File: config.mk
export PLATFORM = sky130hd
export DESIGN_NAME = multicycle_ctrl
export DESIGN_NICKNAME = d
export VERILOG_FILES = /design/src/rtl/multicycle_ctrl.sv
export SDC_FILE = /design/constraint.sdc
export NUM_CORES = 1
export LEC_CHECK = 0
export ABC_AREA = 1
export CAP_MARGIN = 0
export CELL_PAD_IN_SITES_DETAIL_PLACEMENT = 1
export CELL_PAD_IN_SITES_GLOBAL_PLACEMENT = 1
export CORE_UTILIZATION = 29
export DETAILED_ROUTE_END_ITERATION = 10
export PLACE_DENSITY_LB_ADDON = 0.1
export RECOVER_POWER = 50
export SYNTH_ARGS = -nofsm -noshare
export SYNTH_HDL_FRONTEND = slang
export SYNTH_SLANG_ARGS = --single-unit
File: constraint.sdc
create_clock -name clk -period 4.8 [get_ports clk]
set_clock_uncertainty 0.2 [all_clocks]
set_input_delay 0.96 -clock clk [delete_from_list [all_inputs] [get_ports clk]]
set_output_delay 0.96 -clock clk [all_outputs]
set_load 0.01 [all_outputs]
File: src/rtl/multicycle_ctrl.sv
// Multi-cycle sequencer for the MIPS-subset datapath: FETCH/DECODE/EXEC/MEM/WB with memory
// ready handshakes, a retired-instruction counter and a sticky illegal-opcode flag.
module multicycle_ctrl #(
  parameter bit          ILLEGAL_TRAP = 1'b1,
  parameter int unsigned CNT_W        = 32
) (
  input  logic             clk,
  input  logic             reset,
  input  logic [5:0]       Op,
  input  logic [5:0]       Func,
  input  logic             Zero,
  input  logic             IMemReady,
  input  logic             DMemReady,
  output logic             IRWrite,
  output logic             PCWrite,
  output logic [1:0]       PCSrc,
  output logic             MemWrite,
  output logic             RegWrite,
  output logic [1:0]       ResultToReg,
  output logic [1:0]       WriteRegDst,
  output logic [2:0]       ALUOp,
  output logic             ALUSrcA,
  output logic             ALUSrcB,
  output logic [1:0]       ExtOp,
  output logic [2:0]       State,
  output logic             InstrDone,
  output logic             IllegalInstr,
  output logic [CNT_W-1:0] InstrCount
);

  typedef enum logic [2:0] {
    StFetch  = 3'b000,
    StDecode = 3'b001,
    StExec   = 3'b010,
    StMem    = 3'b011,
    StWb     = 3'b100,
    StHalt   = 3'b101
  } state_e;

  typedef enum logic [3:0] {
    ClsIllegal, ClsAluR, ClsAluI, ClsLoad, ClsStore, ClsBranch, ClsJump, ClsJal, ClsJr
  } cls_e;

  state_e           state_q, state_d;
  cls_e             cls;
  logic [2:0]       alu_op_dec;
  logic             alu_src_a_dec, alu_src_b_dec, is_bne;
  logic [1:0]       ext_op_dec;
  logic             ir_write_c, pc_write_c, mem_write_c, reg_write_c, done_c;
  logic             illegal_q;
  logic [CNT_W-1:0] cnt_q;

  // Instruction class and the EXEC-time ALU controls for the current Op/Func.
  always_comb begin
    cls           = ClsIllegal;
    alu_op_dec    = 3'b000;
    alu_src_a_dec = 1'b0;
    alu_src_b_dec = 1'b0;
    ext_op_dec    = 2'b00;
    is_bne        = 1'b0;
    case (Op)
      6'b000000: begin
        case (Func)
          6'b100000, 6'b100001: cls = ClsAluR;
          6'b100010, 6'b100011: begin cls = ClsAluR; alu_op_dec = 3'b001; end
          6'b100100: begin cls = ClsAluR; alu_op_dec = 3'b011; end
          6'b100101: begin cls = ClsAluR; alu_op_dec = 3'b010; end
          6'b100110: begin cls = ClsAluR; alu_op_dec = 3'b100; end
          6'b000000: begin
            cls = ClsAluR; alu_op_dec = 3'b101; alu_src_a_dec = 1'b1; ext_op_dec = 2'b11;
          end
          6'b000010: begin
            cls = ClsAluR; alu_op_dec = 3'b110; alu_src_a_dec = 1'b1; ext_op_dec = 2'b11;
          end
          6'b001000: cls = ClsJr;
          default:   cls = ClsIllegal;
        endcase
      end
      6'b001000, 6'b001001: begin cls = ClsAluI; alu_src_b_dec = 1'b1; end
      6'b001101: begin
        cls = ClsAluI; alu_op_dec = 3'b010; alu_src_b_dec = 1'b1; ext_op_dec = 2'b01;
      end
      6'b001111: begin cls = ClsAluI; alu_src_b_dec = 1'b1; ext_op_dec = 2'b10; end
      6'b100011: begin cls = ClsLoad;  alu_src_b_dec = 1'b1; end
      6'b101011: begin cls = ClsStore; alu_src_b_dec = 1'b1; end
      6'b000100: begin cls = ClsBranch; alu_op_dec = 3'b001; end
      6'b000101: begin cls = ClsBranch; alu_op_dec = 3'b001; is_bne = 1'b1; end
      6'b000010: cls = ClsJump;
      6'b000011: cls = ClsJal;
      default:   cls = ClsIllegal;
    endcase
  end

  always_comb begin
    state_d     = state_q;
    ir_write_c  = 1'b0;
    pc_write_c  = 1'b0;
    mem_write_c = 1'b0;
    reg_write_c = 1'b0;
    done_c      = 1'b0;
    PCSrc       = 2'b00;
    ResultToReg = 2'b00;
    WriteRegDst = 2'b00;
    ALUOp       = 3'b000;
    ALUSrcA     = 1'b0;
    ALUSrcB     = 1'b0;
    ExtOp       = 2'b00;
    case (state_q)
      StFetch: begin
        if (IMemReady) begin
          ir_write_c = 1'b1;
          pc_write_c = 1'b1;
          state_d    = StDecode;
        end
      end
      StDecode: begin
        case (cls)
          ClsJump: begin
            pc_write_c = 1'b1; PCSrc = 2'b10; done_c = 1'b1; state_d = StFetch;
          end
          ClsJal: begin
            pc_write_c  = 1'b1; PCSrc = 2'b10; reg_write_c = 1'b1;
            WriteRegDst = 2'b10; ResultToReg = 2'b10; done_c = 1'b1; state_d = StFetch;
          end
          ClsJr: begin
            pc_write_c = 1'b1; PCSrc = 2'b11; done_c = 1'b1; state_d = StFetch;
          end
          ClsIllegal: begin
            if (ILLEGAL_TRAP) begin
              state_d = StHalt;
            end else begin
              done_c  = 1'b1;
              state_d = StFetch;
            end
          end
          default: state_d = StExec;
        endcase
      end
      StExec: begin
        ALUOp   = alu_op_dec;
        ALUSrcA = alu_src_a_dec;
        ALUSrcB = alu_src_b_dec;
        ExtOp   = ext_op_dec;
        if (cls == ClsBranch) begin
          pc_write_c = Zero ^ is_bne;
          PCSrc      = 2'b01;
          done_c     = 1'b1;
          state_d    = StFetch;
        end else if (cls == ClsLoad || cls == ClsStore) begin
          state_d = StMem;
        end else begin
          state_d = StWb;
        end
      end
      StMem: begin
        // Address stays on the ALU for the whole access.
        ALUOp   = alu_op_dec;
        ALUSrcA = alu_src_a_dec;
        ALUSrcB = alu_src_b_dec;
        ExtOp   = ext_op_dec;
        if (cls == ClsStore) begin
          mem_write_c = 1'b1;
          if (DMemReady) begin
            done_c  = 1'b1;
            state_d = StFetch;
          end
        end else if (DMemReady) begin
          state_d = StWb;
        end
      end
      StWb: begin
        reg_write_c = 1'b1;
        WriteRegDst = (cls == ClsAluR) ? 2'b01 : 2'b00;
        ResultToReg = (cls == ClsLoad) ? 2'b01 : 2'b00;
        done_c      = 1'b1;
        state_d     = StFetch;
      end
      StHalt:  state_d = StHalt;
      default: state_d = StFetch;
    endcase
  end

  // Strobes are squashed while reset is low so a discarded instruction leaks nothing.
  assign IRWrite      = ir_write_c  & reset;
  assign PCWrite      = pc_write_c  & reset;
  assign MemWrite     = mem_write_c & reset;
  assign RegWrite     = reg_write_c & reset;
  assign InstrDone    = done_c      & reset;
  assign State        = state_q;
  assign IllegalInstr = illegal_q;
  assign InstrCount   = cnt_q;

  always_ff @(posedge clk) begin
    if (!reset) begin
      state_q   <= StFetch;
      illegal_q <= 1'b0;
      cnt_q     <= '0;
    end else begin
      state_q <= state_d;
      if (state_d == StHalt) illegal_q <= 1'b1;
      if (done_c) cnt_q <= cnt_q + CNT_W'(1);
    end
  end

endmodule

==> impl_metrics.env <==
export IMPL_multiInputGateArea_sq_um=1630
export IMPL_port_buffers=70
export IMPL_place_congestion=0.824
export IMPL_synth_seq_cells=36
export IMPL_final_cell_mix="nand2_1 (124), nor2_1 (81), inv_1 (38), dlygate4sd3_1 (37), dfxtp_1 (36)"
export IMPL_cts_made_buffers=5
export IMPL_cts_root_buf="clkbuf_8"
export IMPL_failed_checks="capacitance limit, slew limit"
export IMPL_die_area_sq_um=9350
export IMPL_ys_types=34
export IMPL_drc=0
export IMPL_htreeDepth=2
export IMPL_stdcell_count=611
export IMPL_nNetsFinal=520
export IMPL_drtAntennaViolNets=0
export IMPL_vias_per_cell=4.88
export IMPL_leakagePower_nw=1.40
export IMPL_syn_inst=433
export IMPL_core_area_sq_um=8720
export IMPL_end_kind="output port"
export IMPL_drv_slew=48
export IMPL_final_common_cell="nand2_1"
export IMPL_postCtsHoldBufs=0
export IMPL_layout_drive_gt1_share_pct=7.36
export IMPL_netSwitchingFraction_pct=27.7
export IMPL_seq_area_sq_um=721
export IMPL_cts_sinks=36
export IMPL_fill_cells=1168
export IMPL_pwr_share_clk_pct=41.4
export IMPL_setup_worst_path_class="in -> out"
export IMPL_synth_warnings=0
export IMPL_cts_setup_buffers=0
export IMPL_yosysSeqAreaShare_pct=27.7
export IMPL_dieHeight_um=96.7
export IMPL_seq_power_share_pct=44.7
export IMPL_yosys_most_used_dff="dfxtp_1"
export IMPL_setup_violations=0
export IMPL_place_area_sq_um=3380
export IMPL_design_area_sq_um=3490
export IMPL_first_global_vias=3073
export IMPL_min_period_ns=4.44
export IMPL_p_sw_w=0.000191
export IMPL_drtIter0Drc=74
export IMPL_slew_headroom_pct=-30.3
export IMPL_synth_edff_count=0
export IMPL_grt_pass1_wl_um=14600
export IMPL_dp_hpwl_um=6740
export IMPL_async_flop_share_pct=0
export IMPL_first_pass_iters=4
export IMPL_start_kind="input port"
export IMPL_status="finished, violations left"
export IMPL_hold_path_class="reg -> reg"
export IMPL_tritoncts="built"
export IMPL_cts_resized=0
export IMPL_antenna_cells=0
export IMPL_cap_violations=1
export IMPL_fp_row_count=34
export IMPL_worstMarginPinSlew_ns=1.95
export IMPL_fp_dieW_um=96.7
export IMPL_grt_overflow=0
export IMPL_crit_path_max_fanout=4
export IMPL_start_util_pct=29.8
export IMPL_combPwrFrac_pct=13.8
export IMPL_final_util_pct=40.0
export IMPL_rsz0062_at_grt="false"
export IMPL_clock_latency_ns=0.30
export IMPL_setup_tns_final_ns=0
export IMPL_area_growth_pct=34.1
export IMPL_synth_nets=451
export IMPL_fmax_ghz=0.225
export IMPL_avgRoutedWirePerCell_um=13.8
export IMPL_timing_final_crit_share_pct=92.4
export IMPL_clk_path_buf_depth=2
export IMPL_vias=2979
export IMPL_place_inst=603
export IMPL_worstPathRequired_ns=3.64
export IMPL_ir_worst_vdd_mv=0.121
export IMPL_synthesis_area_sq_um=2600
export IMPL_synth_area_per_cell_sq_um=6.01
export IMPL_wl_um=8460
export IMPL_internal_power_w=0.000497
export IMPL_grt_antenna_before_repair=0
export IMPL_ios=71
export IMPL_arrival_ns=3.28
export IMPL_grtUsageTotal_pct=18.8
export IMPL_finalHoldViolCount=0
export IMPL_grt_max_degree=48
export IMPL_path_clk_slew_ns=0.09
export IMPL_p_per_area_nw_per_um2=197
## cell type report
class,count,area share [%]
Sequential cell,36,20.7
Clock buffer,5,1.97
Multi-Input combinational cell,342,46.8
Tap cell,108,3.87
Inverter,44,4.73
Timing Repair Buffer,73,20.6
Clock inverter,3,1.33
## final timing paths
| kind | depth (start not counted) | to | start | slack [ns] |
|---|---|---|---|---|
| max | 9 | RegWrite | Op[3] | 0.36 |
| max reg2reg | 10 | InstrCount[5] | State[1] | 1.50 |
| min reg2reg | 2 | IllegalInstr | IllegalInstr | 0.29 |
| min | 2 | IllegalInstr | IllegalInstr | 0.29 |
## synthesized netlist by cell type (2+ instances only)
| master | n | area [sq um] |
|---|---|---|
| nor2_1 | 81 | 304 |
| nor3_2 | 4 | 40.0 |
| nand3_2 | 2 | 20.0 |
| buf_6 | 4 | 45.0 |
| clkbuf_1 | 4 | 15.0 |
| a21oi_1 | 31 | 155 |
| nand2_1 | 124 | 465 |
| inv_2 | 6 | 22.5 |
| nand4_1 | 13 | 81.3 |
| dfxtp_1 | 36 | 721 |
| inv_1 | 38 | 143 |
| o21ai_1 | 3 | 15.0 |
| nand3b_1 | 5 | 37.5 |
| buf_2 | 2 | 10.0 |
| o21ai_0 | 7 | 35.0 |
| a21oi_2 | 6 | 52.6 |
| nand2_2 | 2 | 12.5 |
| nor3_1 | 13 | 65.1 |
| xor2_1 | 7 | 61.3 |
| nand3_1 | 24 | 120 |
| xnor2_1 | 4 | 35.0 |
| nor2_4 | 3 | 33.8 |
| nor2_2 | 3 | 18.8 |
## logic make-up after synthesis
kind of cell,synth area share (%)
buf+inv,9.33
fa+ha+maj,0.481
xor+xnor,3.70
flops,27.7
compound gates,11.3
simple gates,47.5
## flip-flops by register name (all words and copies together), names as in the netlist
register and count:
InstrCount 32, State 3, IllegalInstr 1
## through the flow
stage	total power (W)	setup slack [ns]	hold slack, ns
5_1_grt	0.000721	0.158	0.296
4_1_cts	0.000700	0.452	0.294
3_5_place_dp	0.000414	0.465	0.274
2_1_floorplan	0.000372	1.48	0.284
3_3_place_gp	0.000412	0.520	0.253
6_report	0.000687	0.364	0.285
## metal layers
layer | part of all wire, % | global-route usage, %
met1 | 51 | 25.5
met2 | 44 | 30.9
met3 | 3.5 | 3.11
met4 | 1.2 | 4.71
met5 | 0 | 0
## worst max-delay path, cell delays in order
cell and delay (ns):
dlygate4sd3_1 0.61, nor2_2 0.22, nand3_1 0.15, inv_1 0.14, a21oi_1 0.12, a21boi_0 0.38, nor2_1 0.07, nor2_1 0.09
clkdlybuf4s50_1 0.53
## power groups by stage
stage               sequential, W  clock (W)  combinational, W
detailed placement       0.000315          0         0.0000992
CTS                      0.000308   0.000293         0.0000996
finish                   0.000307   0.000285         0.0000950
global placement         0.000315          0         0.0000976
floorplan                0.000316          0         0.0000562
global route             0.000308   0.000307          0.000106
Note: power is estimated with default switching activity, not from simulation.
